**src/rtl/rrat_nway.sv**
```systemverilog
// rrat_nway: retirement register alias table.
//
// Holds the committed architectural-register -> physical-tag map. Up to
// SCALAR in-order retirements per cycle update the map (slot 0 is oldest);
// the tag each retirement displaces is returned one cycle later on
// free_valid/free_tag. On rollback the committed map is streamed to the
// front-end RAT, RECOVER_LANES entries per beat, while the map is frozen.
//
// Ports:
//   clock, reset   clock and asynchronous active-high reset
//   retire_en      per-slot retire valid
//   retire_areg    per-slot destination arch reg (packed, slot 0 in LSBs)
//   retire_ptag    per-slot newly committed physical tag
//   retire_ready   retires accepted (idle)
//   rollback       start recovery after this cycle's retires commit
//   free_valid     registered per-slot "old tag freed" pulse
//   free_tag       registered per-slot freed tag
//   rec_valid      recovery beat valid
//   rec_base       first arch reg index of the current beat
//   rec_tags       tags for rec_base .. rec_base+RECOVER_LANES-1 (lane 0 in LSBs)
//   rec_done       high with the last recovery beat
//   busy           recovery in progress
module rrat_nway #(
  parameter int unsigned SCALAR             = 2,
  parameter int unsigned NUM_ENTRIES        = 32,
  parameter int unsigned AREG_IDX_WIDTH     = 5,
  parameter int unsigned PREG_IDX_WIDTH     = 6,
  parameter int unsigned RECOVER_LANES      = 8,
  parameter bit          ZERO_REG_HARDWIRED = 1'b1,
  // Set to 0 when a producer intentionally drives retire_en while not ready.
  parameter bit          CHECK_RETIRE_HOLD  = 1'b1
) (
  input  logic                                    clock,
  input  logic                                    reset,
  input  logic [SCALAR-1:0]                       retire_en,
  input  logic [SCALAR*AREG_IDX_WIDTH-1:0]        retire_areg,
  input  logic [SCALAR*PREG_IDX_WIDTH-1:0]        retire_ptag,
  output logic                                    retire_ready,
  input  logic                                    rollback,
  output logic [SCALAR-1:0]                       free_valid,
  output logic [SCALAR*PREG_IDX_WIDTH-1:0]        free_tag,
  output logic                                    rec_valid,
  output logic [AREG_IDX_WIDTH-1:0]               rec_base,
  output logic [RECOVER_LANES*PREG_IDX_WIDTH-1:0] rec_tags,
  output logic                                    rec_done,
  output logic                                    busy
);

  localparam int unsigned AW = AREG_IDX_WIDTH;
  localparam int unsigned PW = PREG_IDX_WIDTH;
  localparam logic [AW-1:0] LANE_STEP = AW'(RECOVER_LANES);
  localparam logic [AW-1:0] LAST_BASE = AW'(NUM_ENTRIES - RECOVER_LANES);
  localparam bit            ONE_BEAT  = (NUM_ENTRIES == RECOVER_LANES);

  typedef enum logic {
    S_IDLE,
    S_RECOVER
  } state_t;

  state_t                     state_q;
  logic [PW-1:0]              map_q [NUM_ENTRIES];
  logic [AW-1:0]              rec_base_q;
  logic                       rec_valid_q;
  logic                       rec_done_q;
  logic                       busy_q;
  logic [SCALAR-1:0]          free_valid_q;
  logic [SCALAR*PW-1:0]       free_tag_q;

  logic [SCALAR-1:0]          commit;
  logic [SCALAR-1:0][AW-1:0]  areg;
  logic [SCALAR-1:0][PW-1:0]  ptag;
  logic [SCALAR-1:0][PW-1:0]  prev_tag;

  assign retire_ready = (state_q == S_IDLE);

  // Slot decode and qualification.
  always_comb begin
    areg   = '0;
    ptag   = '0;
    commit = '0;
    for (int unsigned j = 0; j < SCALAR; j++) begin
      areg[j]   = retire_areg[j*AW +: AW];
      ptag[j]   = retire_ptag[j*PW +: PW];
      commit[j] = retire_en[j] && (state_q == S_IDLE) &&
                  !(ZERO_REG_HARDWIRED && (areg[j] == '0));
    end
  end

  // Displaced tag for slot j: the youngest earlier committing slot that
  // targets the same arch reg, otherwise the current map entry. Scanning
  // older-to-younger lets the last match overwrite earlier ones.
  always_comb begin
    prev_tag = '0;
    for (int unsigned j = 0; j < SCALAR; j++) begin
      prev_tag[j] = map_q[areg[j]];
      for (int unsigned i = 0; i < j; i++) begin
        if (commit[i] && (areg[i] == areg[j])) begin
          prev_tag[j] = ptag[i];
        end
      end
    end
  end

  // Committed map. Later slots are assigned later in the loop, so the
  // youngest slot wins a same-cycle collision.
  always_ff @(posedge clock or posedge reset) begin
    if (reset) begin
      for (int unsigned i = 0; i < NUM_ENTRIES; i++) begin
        map_q[i] <= PW'(i);
      end
    end else begin
      for (int unsigned j = 0; j < SCALAR; j++) begin
        if (commit[j]) begin
          map_q[areg[j]] <= ptag[j];
        end
      end
    end
  end

  // Free-list return: one-cycle pulse the cycle after the retire.
  always_ff @(posedge clock or posedge reset) begin
    if (reset) begin
      free_valid_q <= '0;
      free_tag_q   <= '0;
    end else begin
      free_valid_q <= commit;
      for (int unsigned j = 0; j < SCALAR; j++) begin
        free_tag_q[j*PW +: PW] <= commit[j] ? prev_tag[j] : '0;
      end
    end
  end

  assign free_valid = free_valid_q;
  assign free_tag   = free_tag_q;

  // Recovery sequencer with registered beat controls.
  always_ff @(posedge clock or posedge reset) begin
    if (reset) begin
      state_q     <= S_IDLE;
      rec_base_q  <= '0;
      rec_valid_q <= 1'b0;
      rec_done_q  <= 1'b0;
      busy_q      <= 1'b0;
    end else begin
      unique case (state_q)
        S_IDLE: begin
          if (rollback) begin
            state_q     <= S_RECOVER;
            rec_base_q  <= '0;
            rec_valid_q <= 1'b1;
            rec_done_q  <= ONE_BEAT;
            busy_q      <= 1'b1;
          end
        end
        S_RECOVER: begin
          if (rec_done_q) begin
            state_q     <= S_IDLE;
            rec_base_q  <= '0;
            rec_valid_q <= 1'b0;
            rec_done_q  <= 1'b0;
            busy_q      <= 1'b0;
          end else begin
            rec_base_q <= rec_base_q + LANE_STEP;
            rec_done_q <= ((rec_base_q + LANE_STEP) == LAST_BASE);
          end
        end
        default: begin
          state_q <= S_IDLE;
        end
      endcase
    end
  end

  assign rec_valid = rec_valid_q;
  assign rec_base  = rec_base_q;
  assign rec_done  = rec_done_q;
  assign busy      = busy_q;

  // The map is frozen during recovery, so reading it directly at the
  // registered beat base gives the snapshot taken at the rollback edge.
  always_comb begin
    rec_tags = '0;
    for (int unsigned l = 0; l < RECOVER_LANES; l++) begin
      rec_tags[l*PW +: PW] = map_q[rec_base_q + AW'(l)];
    end
  end

  if (CHECK_RETIRE_HOLD) begin : g_retire_hold_chk
    a_retire_hold: assert property (@(posedge clock) disable iff (reset)
      (|retire_en) |-> retire_ready);
  end

endmodule

```
**config.mk**
```make
export PLATFORM = sky130hd
export DESIGN_NAME = rrat_nway
export DESIGN_NICKNAME = d
export VERILOG_FILES = /design/src/rtl/rrat_nway.sv
export SDC_FILE = /design/constraint.sdc
export NUM_CORES = 1
export LEC_CHECK = 0
export ABC_AREA = 1
export CAP_MARGIN = 20
export CORE_MARGIN = 2
export CORE_UTILIZATION = 50
export DETAILED_ROUTE_END_ITERATION = 16
export PLACE_DENSITY_LB_ADDON = 0.1
export SLEW_MARGIN = 5
export SYNTH_ARGS = -nofsm -noshare
export SYNTH_HDL_FRONTEND = slang
export SYNTH_SLANG_ARGS = --single-unit
```
**constraint.sdc**
```tcl
create_clock -name clock -period 17 [get_ports clock]
set_clock_uncertainty 0.1 [all_clocks]
set_input_delay 1.7 -clock clock [delete_from_list [all_inputs] [get_ports clock]]
set_output_delay 1.7 -clock clock [all_outputs]
set_load 0.05 [all_outputs]
```
==> flow_summary.json <==
{
  "cts_tree": "done",
  "boundaryPins": 98,
  "netlist_area_um2": 16100,
  "worstPathArrival_ns": 4.58,
  "drt_wl_total_um": 80200,
  "worst_ir_drop_vdd_mv": 0.130,
  "crit_required_ns": 15.20,
  "ys_types": 30,
  "top_layer_used": "met5",
  "synthTopCellsByArea": "nand2_1 31%, dfrtp_1 20%, dfstp_2 13%, o21ai_0 5.2%, a21oi_1 4.8%",
  "final_common_cell": "nand2_1",
  "crit_type": "reg2out",
  "cts_root_buffer": "clkbuf_16",
  "detail-route-antenna-nets": 0,
  "min_path_type": "reg2reg",
  "final_layout_size_suffix_gt1_frac": 0.0885,
  "firstDrtPassIters": 6,
  "clock_latency_ns": 0.56,
  "synth.largest_area_cell": "nand2_1",
  "grt_pass1_vias": 17600,
  "cp-startpoint": "rec_base[3]",
  "cts_buffer_depth": 3,
  "yosys_warnings": 0,
  "hold_depth": 0,
  "met2_length_um": 31200,
  "avgSynthCellArea_um2": 5.88,
  "setup_tns_ns": 0,
  "fillers": 3190,
  "hold_violations": 0,
  "p_total_w": 0.00337,
  "htree_levels": 1,
  "grt_pass1_wl_um": 117000,
  "r2r_setup_slack_ns": 13.96,
  "synth_top_family_by_area": "simple AND/OR/NAND/NOR gates",
  "synth_simple_gate_area_frac": 0.419,
  "max_freq_ghz": 0.157,
  "wl_met1_um": 30800,
  "finalSetupViolCount": 0,
  "holdPathEnd": "map_q[191]",
  "first_iter_violations": 3022,
  "wl_met3_um": 13600,
  "rr_worst_depth": 4,
  "cts-resized-gates": 0,
  "yosysTopAreaCellShare": 0.307,
  "post_cts_buffers": 0,
  "cts.sinks": 211,
  "rsz0062_at_grt": "no",
  "track_usage": 0.476,
  "dp_hpwl_um": 55600,
  "synth-seq-area-share": 0.335,
  "final-max-slew-violation-count": 0,
  "ys_ff_latch": 211,
  "portBuffers": 94,
  "worstReg2RegEnd": "rec_base[4]",
  "r2r-start": "rec_base[3]",
  "crit_fanout": 75,
  "antenna_found_initial": 2,
  "routed_via_density": 6.14,
  "period_share": 0.375,
  "synth_fa_ha_area_frac": 0.000779,
  "core_um2": 31600,
  "initial_core_util": 0.509,
  "ctsHoldBuffers": 0,
  "grt_overflow": 0,
  "cap_viol_max_count": 0,
  "gp_congestion": 1.10,
  "grt_max_degree": 93,
  "min_period_ns": 6.38,
  "die_w_um": 183,
  "rows": 65,
  "power.static_leakage_nw": 9.25,
  "status": "complete, no violations",
  "tightest_slew_ns": 1.24,
  "fin_nets": 2755,
  "dieHeight_um": 183,
  "endpoint_kind": "output port",
  "synth_mux_area_frac": 0,
  "fp.dieArea_um2": 33600,
  "synth_compound_area_frac": 0.148,
  "power.density_nw_per_um2": 188,
  "setup.worst_path.start_class": "flip-flop",
  "synth_xor_area_frac": 0.00164,
  "vias": 19400,
  "final_cell_mix": "1,312 x nand2_1, 180 x inv_1, 166 x o21ai_0, 155 x a21oi_1, 154 x nand3_1",
  "path_clk_slew_ns": 0.06,
  "synthCells": 2728,
  "drc": 0,
  "worstHoldStart": "map_q[191]",
  "syn_to_final_growth_pct": 11.8,
  "wire_per_inst_um": 25.4,
  "cts-buffers-inserted": 26,
  "relSlewSlack": 0.175
}
worst max-delay path, stage by stage, from the launching register on:
cell	delay, ns
dfrtp_2	0.34
buf_4	0.67
clkinv_2	0.98
buf_4	0.61
o21ai_0	0.23
a21oi_1	0.08
a21oi_1	0.16
clkdlybuf4s50_1	0.82
kinds of logic (layout without fill, tap and decap cells):
logic type               after synthesis  count (layout)
buffers and inverters                386             403
other                                  1               4
flip-flops                           211             211
AO/OA/AOI/OAI                        456             456
adder cells (fa/ha/maj)                1               1
XOR/XNOR                               3               3
AND/OR/NAND/NOR                     1670            1670
flip-flops by register name, indices dropped and copies added (netlist names):
| name | cells |
|---|---|
| busy | 1 |
| free_tag | 12 |
| free_valid | 2 |
| map_q | 192 |
| rec_base | 2 |
| rec_done | 1 |
| state_q | 1 |
metrics by stage:
stage / area (µm²) / hold WS, ns / setup WS, ns / util / std cells
after floorplan: 16100 / 0.372 / 9.57 / - / 2730
after global placement: 17100 / 0.350 / 11.44 / 0.543 / 3101
after detailed placement: 17100 / 0.348 / 11.36 / 0.543 / 3101
after CTS: 17900 / 0.361 / 10.77 / 0.569 / 3149
after global routing: 17900 / 0.382 / 10.42 / 0.569 / 3149
final: 17900 / 0.371 / 10.62 / 0.569 / 3150
worst max path at each step:
stage                         endpoint  slack, ns  cells past startpoint
after global routing       rec_tags[4]      10.42                      7
after detailed placement  rec_tags[12]      11.36                      7
after CTS                 rec_tags[12]      10.77                      7
after global placement    rec_tags[22]      11.44                      7
after floorplan                   busy       9.57                      1
final                      rec_tags[0]      10.62                      7
layout make-up:
type	count	area, µm²	share of cell area
clock buffer	41	778	0.0434
inverter	223	848	0.0473
tap	402	503	0.0280
timing repair buffer	132	1220	0.0679
sequential	211	5380	0.300
antenna	1	2.50	0.000139
clock inverter	7	38.8	0.00216
multi-input combinational	2133	9170	0.511
layer usage:
| metal | vias to the layer above | global-route usage |
|---|---|---|
| met5 | - | 0.00296 |
| met4 | 4 | 0.214 |
| met3 | 299 | 0.198 |
| met2 | 1579 | 0.654 |
| met1 | 8877 | 0.649 |
| li1 | 8596 | - |
power breakdown:
part           internal, W  total [W]  switching, W  leakage, nW
combinational     0.000529    0.00172       0.00119         6.40
clock             0.000312   0.000547      0.000235        0.407
sequential        0.000771    0.00111      0.000336         2.44
synth_stat cells:
library cell	number
xnor2_1	3
clkbuf_1	107
conb_1	1
nand3_2	4
o211ai_1	11
dfrtp_1	131
nor2_2	13
dfstp_2	80
o22ai_1	6
inv_4	1
o21ai_1	95
o21ai_0	166
inv_2	38
a22oi_1	23
nor2_4	1
nor3_2	5
nand3_1	154
buf_1	12
nor2_1	143
a21oi_1	155
ha_1	1
nor3_4	7
buf_2	38
nand2_1	1312
inv_1	183
nand2_2	7
nand2_4	2
nand4_1	22
buf_4	6
clkinv_1	1
Power figures use the tool's default switching activity.
